`src/rtl/gray_ptr_status_pkg.sv`:
```
// Shared helpers for Gray-coded FIFO pointer handling: code conversion,
// bit counting and the reset/assignment macros used across the BSV-derived
// pointer logic.

`ifndef BSV_RESET_VALUE
`define BSV_RESET_VALUE 1'b1
`endif

`ifndef BSV_ASSIGNMENT_DELAY
`define BSV_ASSIGNMENT_DELAY
`endif

package gray_ptr_status_pkg;

  // Widest pointer the helpers handle; callers zero-extend into word_t.
  localparam int unsigned max_width = 32;

  typedef logic [max_width-1:0] word_t;

  // Gray to binary: each binary bit is the XOR of all Gray bits at or above it.
  function automatic word_t gray2bin(input word_t g);
    word_t b;
    b[max_width-1] = g[max_width-1];
    for (int i = max_width - 2; i >= 0; i--) begin
      b[i] = b[i+1] ^ g[i];
    end
    return b;
  endfunction

  function automatic word_t bin2gray(input word_t b);
    return b ^ (b >> 1);
  endfunction

  function automatic int unsigned popcount(input word_t v);
    int unsigned n;
    n = 0;
    for (int i = 0; i < max_width; i++) begin
      n = n + 32'(v[i]);
    end
    return n;
  endfunction

endpackage

```
`src/rtl/gray_sync3.sv`:
```
// Three-stage capture of a remote-domain Gray pointer. s1/s2 form the
// metastability synchroniser; s3 holds the previous s2 so a pointer that
// moved by more than one Gray step between samples can be flagged.

module gray_sync3
  import gray_ptr_status_pkg::*;
#(
  parameter int              width = 4,
  parameter logic [width-1:0] init = '0
) (
  input  logic             CLK,
  input  logic             RST,
  input  logic [width-1:0] remote_gray,
  output logic [width-1:0] sync_gray,
  output logic             step_err
);

  logic [width-1:0] s1;
  logic [width-1:0] s2;
  logic [width-1:0] s3;

  // Shift the remote pointer through the chain; reset forces all stages to init.
  always_ff @(posedge CLK) begin
    if (RST == `BSV_RESET_VALUE) begin
      s1 <= init;
      s2 <= init;
      s3 <= init;
    end else begin
      s1 <= remote_gray;
      s2 <= s1;
      s3 <= s2;
    end
  end

  assign sync_gray = s2;

  // A legal Gray counter changes at most one bit between consecutive samples.
  assign step_err = popcount(word_t'(s2 ^ s3)) > 1;

endmodule

```
`src/rtl/gray_ptr_status.sv`:
```
// Per-domain status block of a dual-clock FIFO. Brings the remote Gray
// pointer into CLK, converts both pointers to binary and derives FULL or
// EMPTY, a registered occupancy LEVEL and a sticky protocol-error flag.

module gray_ptr_status
  import gray_ptr_status_pkg::*;
#(
  parameter int               width      = 4,
  parameter logic [width-1:0] init       = '0,
  parameter bit               write_side = 1'b0
) (
  input  logic             CLK,
  input  logic             RST,
  input  logic [width-1:0] LOCAL_GRAY,
  input  logic [width-1:0] REMOTE_GRAY,
  output logic [width-1:0] SYNC_GRAY,
  output logic             FULL,
  output logic             EMPTY,
  output logic [width-1:0] LEVEL,
  output logic             ERR
);

  if (width < 2 || width >= max_width) begin : g_bad_width
    $error("gray_ptr_status: width must be in 2..%0d", max_width - 1);
  end

  // Depth is half the pointer range; the top bit is the wrap indicator.
  localparam logic [width-1:0] depth = {1'b1, {(width - 1){1'b0}}};

  logic [width-1:0] sync_gray;
  logic             step_err;
  word_t            lb_word;
  word_t            rb_word;
  logic [width-1:0] lb;
  logic [width-1:0] rb;
  logic [width-1:0] diff;
  logic             unused_hi;

  gray_sync3 #(
    .width (width),
    .init  (init)
  ) u_sync (
    .CLK         (CLK),
    .RST         (RST),
    .remote_gray (REMOTE_GRAY),
    .sync_gray   (sync_gray),
    .step_err    (step_err)
  );

  assign SYNC_GRAY = sync_gray;

  assign lb_word   = gray2bin(word_t'(LOCAL_GRAY));
  assign rb_word   = gray2bin(word_t'(sync_gray));
  assign lb        = lb_word[width-1:0];
  assign rb        = rb_word[width-1:0];
  assign unused_hi = ^{lb_word[max_width-1:width], rb_word[max_width-1:width]};

  // Modular subtraction absorbs pointer wrap; the writer measures how far it
  // is ahead of the reader, the reader how far the writer is ahead of it.
  assign diff = write_side ? (lb - rb) : (rb - lb);

  // Flags stay combinational so a local pointer move is reflected immediately,
  // while the remote view can only lag, which errs toward FULL/EMPTY.
  assign FULL  = write_side  ? (diff == depth) : 1'b0;
  assign EMPTY = !write_side ? (diff == '0)    : 1'b0;

  // Register occupancy and accumulate protocol errors until reset.
  always_ff @(posedge CLK) begin
    if (RST == `BSV_RESET_VALUE) begin
      LEVEL <= '0;
      ERR   <= 1'b0;
    end else begin
      LEVEL <= diff;
      ERR   <= ERR | step_err | (diff > depth);
    end
  end

endmodule

```
`config.mk`:
```
export PLATFORM = sky130hd
export DESIGN_NAME = gray_ptr_status
export DESIGN_NICKNAME = d
export VERILOG_FILES = /design/src/rtl/gray_ptr_status_pkg.sv /design/src/rtl/gray_sync3.sv /design/src/rtl/gray_ptr_status.sv
export SDC_FILE = /design/constraint.sdc
export NUM_CORES = 1
export LEC_CHECK = 0
export BUFFER_PORTS_ARGS = -buffer_cell sky130_fd_sc_hd__buf_2
export CAP_MARGIN = 25
export CORE_MARGIN = 1
export CORE_UTILIZATION = 44
export CTS_CLUSTER_DIAMETER = 50
export DETAILED_ROUTE_END_ITERATION = 10
export PLACE_DENSITY = 0.76
export SLEW_MARGIN = 20
export SYNTH_ARGS = -nofsm -noshare
export SYNTH_HDL_FRONTEND = slang
export SYNTH_SLANG_ARGS = --single-unit
```
`constraint.sdc`:
```
create_clock -name CLK -period 4.89 [get_ports CLK]
set_clock_uncertainty 0.05 [all_clocks]
set_input_delay 1.467 -clock CLK [delete_from_list [all_inputs] [get_ports CLK]]
set_output_delay 1.467 -clock CLK [all_outputs]
set_load 0.02 [all_outputs]
```
==> metrics.txt <==
# TYPE chip_impl_metric gauge
chip_impl_info{name="status",value="complete, no violations"} 1
chip_impl_metric{name="synth_cells",unit=""} 64
chip_impl_metric{name="drv_cap",unit=""} 0
chip_impl_metric{name="clock_latency",unit="ns"} 0.28
chip_impl_metric{name="finalHoldViolations",unit=""} 0
chip_impl_metric{name="grt_max_degree",unit=""} 19
chip_impl_metric{name="clkSlewWorstSetupHoldPaths",unit="ns"} 0.09
chip_impl_metric{name="longest_individual_stage_delay_on_the_worst_path",unit="ns"} 0.36
chip_impl_metric{name="leakage",unit="nW"} 0.463
chip_impl_info{name="worst-setup-path-type",value="input port to output port"} 1
chip_impl_metric{name="power.share.switching",unit="%"} 30.9
chip_impl_info{name="crit_path_end_kind",value="output port"} 1
chip_impl_metric{name="cts_buffers",unit=""} 3
chip_impl_metric{name="grt_antenna_before_repair",unit=""} 0
chip_impl_metric{name="cts-htree-levels",unit=""} 1
chip_impl_metric{name="worst_ir_drop_on_vdd",unit="mV"} 0.196
chip_impl_metric{name="detail_route.wirelength",unit="µm"} 1130
chip_impl_info{name="tritoncts_clock_tree",value="built"} 1
chip_impl_metric{name="finalCritPeriodShare",unit="%"} 97.6
chip_impl_metric{name="grt_pass1_wl",unit="µm"} 1790
chip_impl_metric{name="worst_ep_required_time",unit="ns"} 3.37
chip_impl_metric{name="placement_row_count",unit=""} 14
chip_impl_metric{name="num-nets-final",unit=""} 107
chip_impl_metric{name="layout_setup_ws",unit="ns"} 0.120
chip_impl_metric{name="fp.dieArea",unit="µm²"} 1800
chip_impl_metric{name="post_drt_wl_per_cell",unit="µm"} 10.6
chip_impl_metric{name="total_placed_cells_including_tap_cells",unit=""} 100
chip_impl_info{name="critical_path.startpoint_type",value="input port"} 1
chip_impl_metric{name="worst-r2r-setup-slack",unit="ns"} 2.25
chip_impl_metric{name="routed-via-count",unit=""} 510
chip_impl_metric{name="yosys_warnings",unit=""} 0
chip_impl_metric{name="synth.distinct_cells",unit=""} 20
chip_impl_metric{name="fp.dieW",unit="µm"} 42.4
chip_impl_metric{name="pwr-share-comb",unit="%"} 33.1
chip_impl_metric{name="seq_power_share",unit="%"} 46.0
chip_impl_metric{name="max_freq",unit="MHz"} 210
chip_impl_info{name="most-common-layout-cells",value="sky130_fd_sc_hd__dfxtp_1 (17), sky130_fd_sc_hd__buf_2 (17), sky130_fd_sc_hd__nor2b_1 (12), sky130_fd_sc_hd__xor2_1 (5), sky130_fd_sc_hd__buf_4 (5)"} 1
chip_impl_metric{name="timing.final.max_slew_violations",unit=""} 0
chip_impl_info{name="synth_top_cells_by_area",value="sky130_fd_sc_hd__dfxtp_1 (47%), sky130_fd_sc_hd__nor2b_1 (10%), sky130_fd_sc_hd__ha_1 (8.7%), sky130_fd_sc_hd__xor2_1 (7.3%), sky130_fd_sc_hd__xnor2_1 (4.9%)"} 1
chip_impl_metric{name="start_util",unit="%"} 47.1
chip_impl_metric{name="ys_seq_elements",unit=""} 17
chip_impl_metric{name="gr-total-overflow",unit=""} 0
chip_impl_metric{name="detailedRoute.firstIterationViolations",unit=""} 8
chip_impl_metric{name="drt-pass1-iter-count",unit=""} 4
chip_impl_metric{name="pre_cts_slack",unit="ns"} -0.0570
chip_impl_metric{name="synth_top_area_share",unit="%"} 47.4
chip_impl_metric{name="syn-num-nets",unit=""} 80
chip_impl_info{name="grt_setup_unrepaired",value="false"} 1
chip_impl_metric{name="number_of_input_and_output_port_buffers_inserted",unit=""} 19
chip_impl_metric{name="clock_tree.buffer_depth",unit=""} 2
chip_impl_metric{name="diodes",unit=""} 0
chip_impl_metric{name="postCtsHoldBufs",unit=""} 0
chip_impl_info{name="path_cells",value="buf_2 -> xnor2_4 -> xor2_2 -> xnor2_1 -> ha_2 -> inv_2 -> fa_2 -> xnor2_2 -> o2111a_1 -> buf_6"} 1
chip_impl_metric{name="antenna_violating_nets_post_route",unit=""} 0
chip_impl_metric{name="postSynthAreaPerCell",unit="µm²"} 11.2
chip_impl_metric{name="first_global_vias",unit=""} 450
chip_impl_metric{name="synthToLayoutAreaGrowth",unit="%"} 30.7
chip_impl_metric{name="stdcell_count",unit=""} 106
chip_impl_metric{name="worst_ep_arrival_time",unit="ns"} 3.25
chip_impl_metric{name="critPathMaxFanout",unit=""} 2
chip_impl_info{name="synth_largest_area_cell",value="sky130_fd_sc_hd__dfxtp_1"} 1
chip_impl_metric{name="p_sw",unit="mW"} 0.106
chip_impl_info{name="clockRootBuffer",value="sky130_fd_sc_hd__clkbuf_4"} 1
chip_impl_metric{name="seq_total_area_yosys",unit="%"} 47.4
chip_impl_metric{name="number_of_placed_i_o_pins",unit=""} 21
chip_impl_metric{name="standard_cell_core_area",unit="µm²"} 1520
chip_impl_metric{name="dp_hpwl",unit="µm"} 848
chip_impl_info{name="hold_class",value="register to register"} 1
chip_impl_metric{name="p_per_area",unit="nW/µm²"} 367
chip_impl_metric{name="clock_power_share",unit="%"} 20.8
chip_impl_metric{name="globalRouteTotalUtil",unit="%"} 13.6
chip_impl_metric{name="internal_power",unit="mW"} 0.238
chip_impl_metric{name="drive_gt1_share",unit="%"} 41.1
chip_impl_metric{name="cts.sinks",unit=""} 17
chip_impl_metric{name="post-route-min-period",unit="ns"} 4.77
chip_impl_metric{name="synth_area",unit="µm²"} 718
chip_impl_metric{name="detail_route.vias_per_cell",unit=""} 4.81
chip_impl_info{name="crit_path_top_delay_cell",value="sky130_fd_sc_hd__fa_2"} 1
chip_impl_metric{name="setup_viol",unit=""} 0
chip_impl_metric{name="chipHeight",unit="µm"} 42.4
chip_impl_metric{name="post-route-drc-count",unit=""} 0
chip_impl_metric{name="gp_congestion",unit=""} 0.774
routing by layer:
layer / share of wire, % / vias up / GRT usage (%)
li1: - / 260 / -
met1: 44 / 235 / 15.7
met2: 51 / 13 / 22.2
met3: 3.6 / 2 / 4.31
met4: 0.53 / 0 / 7.50
met5: 0 / - / 0
final timing paths:
path                             startpoint                             end  cells past startpoint
max                           LOCAL_GRAY[2]                           EMPTY                     10
min                 u_sync.s1[3]$_SDFF_PP0_  u_sync.sync_gray[3]$_SDFF_PP0_                      1
max reg2reg  u_sync.sync_gray[3]$_SDFF_PP0_                  ERR$_SDFF_PP0_                     10
min reg2reg         u_sync.s1[3]$_SDFF_PP0_  u_sync.sync_gray[3]$_SDFF_PP0_                      1
synthesized netlist by cell type, drive strengths merged:
cell     number
nor2          3
nor3          1
xnor2         4
fa            1
a21oi         2
o32ai         1
ha            5
nand3b        1
buf           1
conb          1
and3          1
inv           2
a31o          1
o2111a        1
dfxtp        17
a2111oi       1
xor2          8
clkbuf        1
nor2b        12
kinds of logic (layout without fill, tap and decap cells):
kind of cell	count (synthesis)	in the layout	share of synthesized area (%)
other	1	1	0.522
and+or+nand+nor	18	18	14.6
DFF	17	17	47.4
xor gates and xnor gates	12	12	16.7
adders and majority gates	6	6	11.5
buffers and inverters	4	30	2.61
AOI/OAI and AO/OA	6	6	6.62
layout make-up:
| cell class | count | area [µm²] |
|---|---|---|
| clock buffers | 3 | 22.5 |
| repair buffers | 24 | 145 |
| well taps | 16 | 20.0 |
| inverters | 2 | 7.51 |
| flip-flops and latches | 17 | 340 |
| fillers | 138 | 586 |
| clock inverters | 1 | 5.00 |
| multi-input cells | 43 | 398 |
sequential cells by signal, indices dropped and copies added, names as in the netlist:
| name | cells |
|---|---|
| LEVEL | 4 |
| u_sync.sync_gray | 4 |
| u_sync.s1 | 4 |
| ERR | 1 |
| u_sync.s3 | 4 |
metrics by stage:
step / power, mW / hold slack, ns / setup TNS [ns] / instance area [µm²] / utilization, %
floorplan: 0.227 / 0.364 / 0 / 718 / -
global placement: 0.258 / 0.366 / 0 / 845 / 55.4
detailed placement: 0.262 / 0.379 / -0.0570 / 845 / 55.4
CTS: 0.341 / 0.401 / 0 / 895 / 58.7
global route: 0.366 / 0.409 / 0 / 938 / 61.6
finish: 0.344 / 0.394 / 0 / 938 / 61.6
critical path: cells and delay by family:
family          cells  cell delay (ns)
fa+ha+maj           2             0.57
xor+xnor            4             0.71
compound gates      1             0.22
buf+inv             3             0.29
timing repair:
action,4_1_cts,5_1_grt
cloned,0,0
pin swaps,2,7
resized for setup,2,9
setup buffers,1,1
setup endpoints to repair,1,1
power by group through the flow:
stage / Sequential (mW) / Combinational, mW / Clock, mW
floorplan: 0.176 / 0.0509 / 0
global placement: 0.161 / 0.0968 / 0
detailed placement: 0.162 / 0.0999 / 0
CTS: 0.159 / 0.107 / 0.0755
global route: 0.160 / 0.124 / 0.0817
finish: 0.158 / 0.114 / 0.0717
Power figures use the tool's default switching activity.
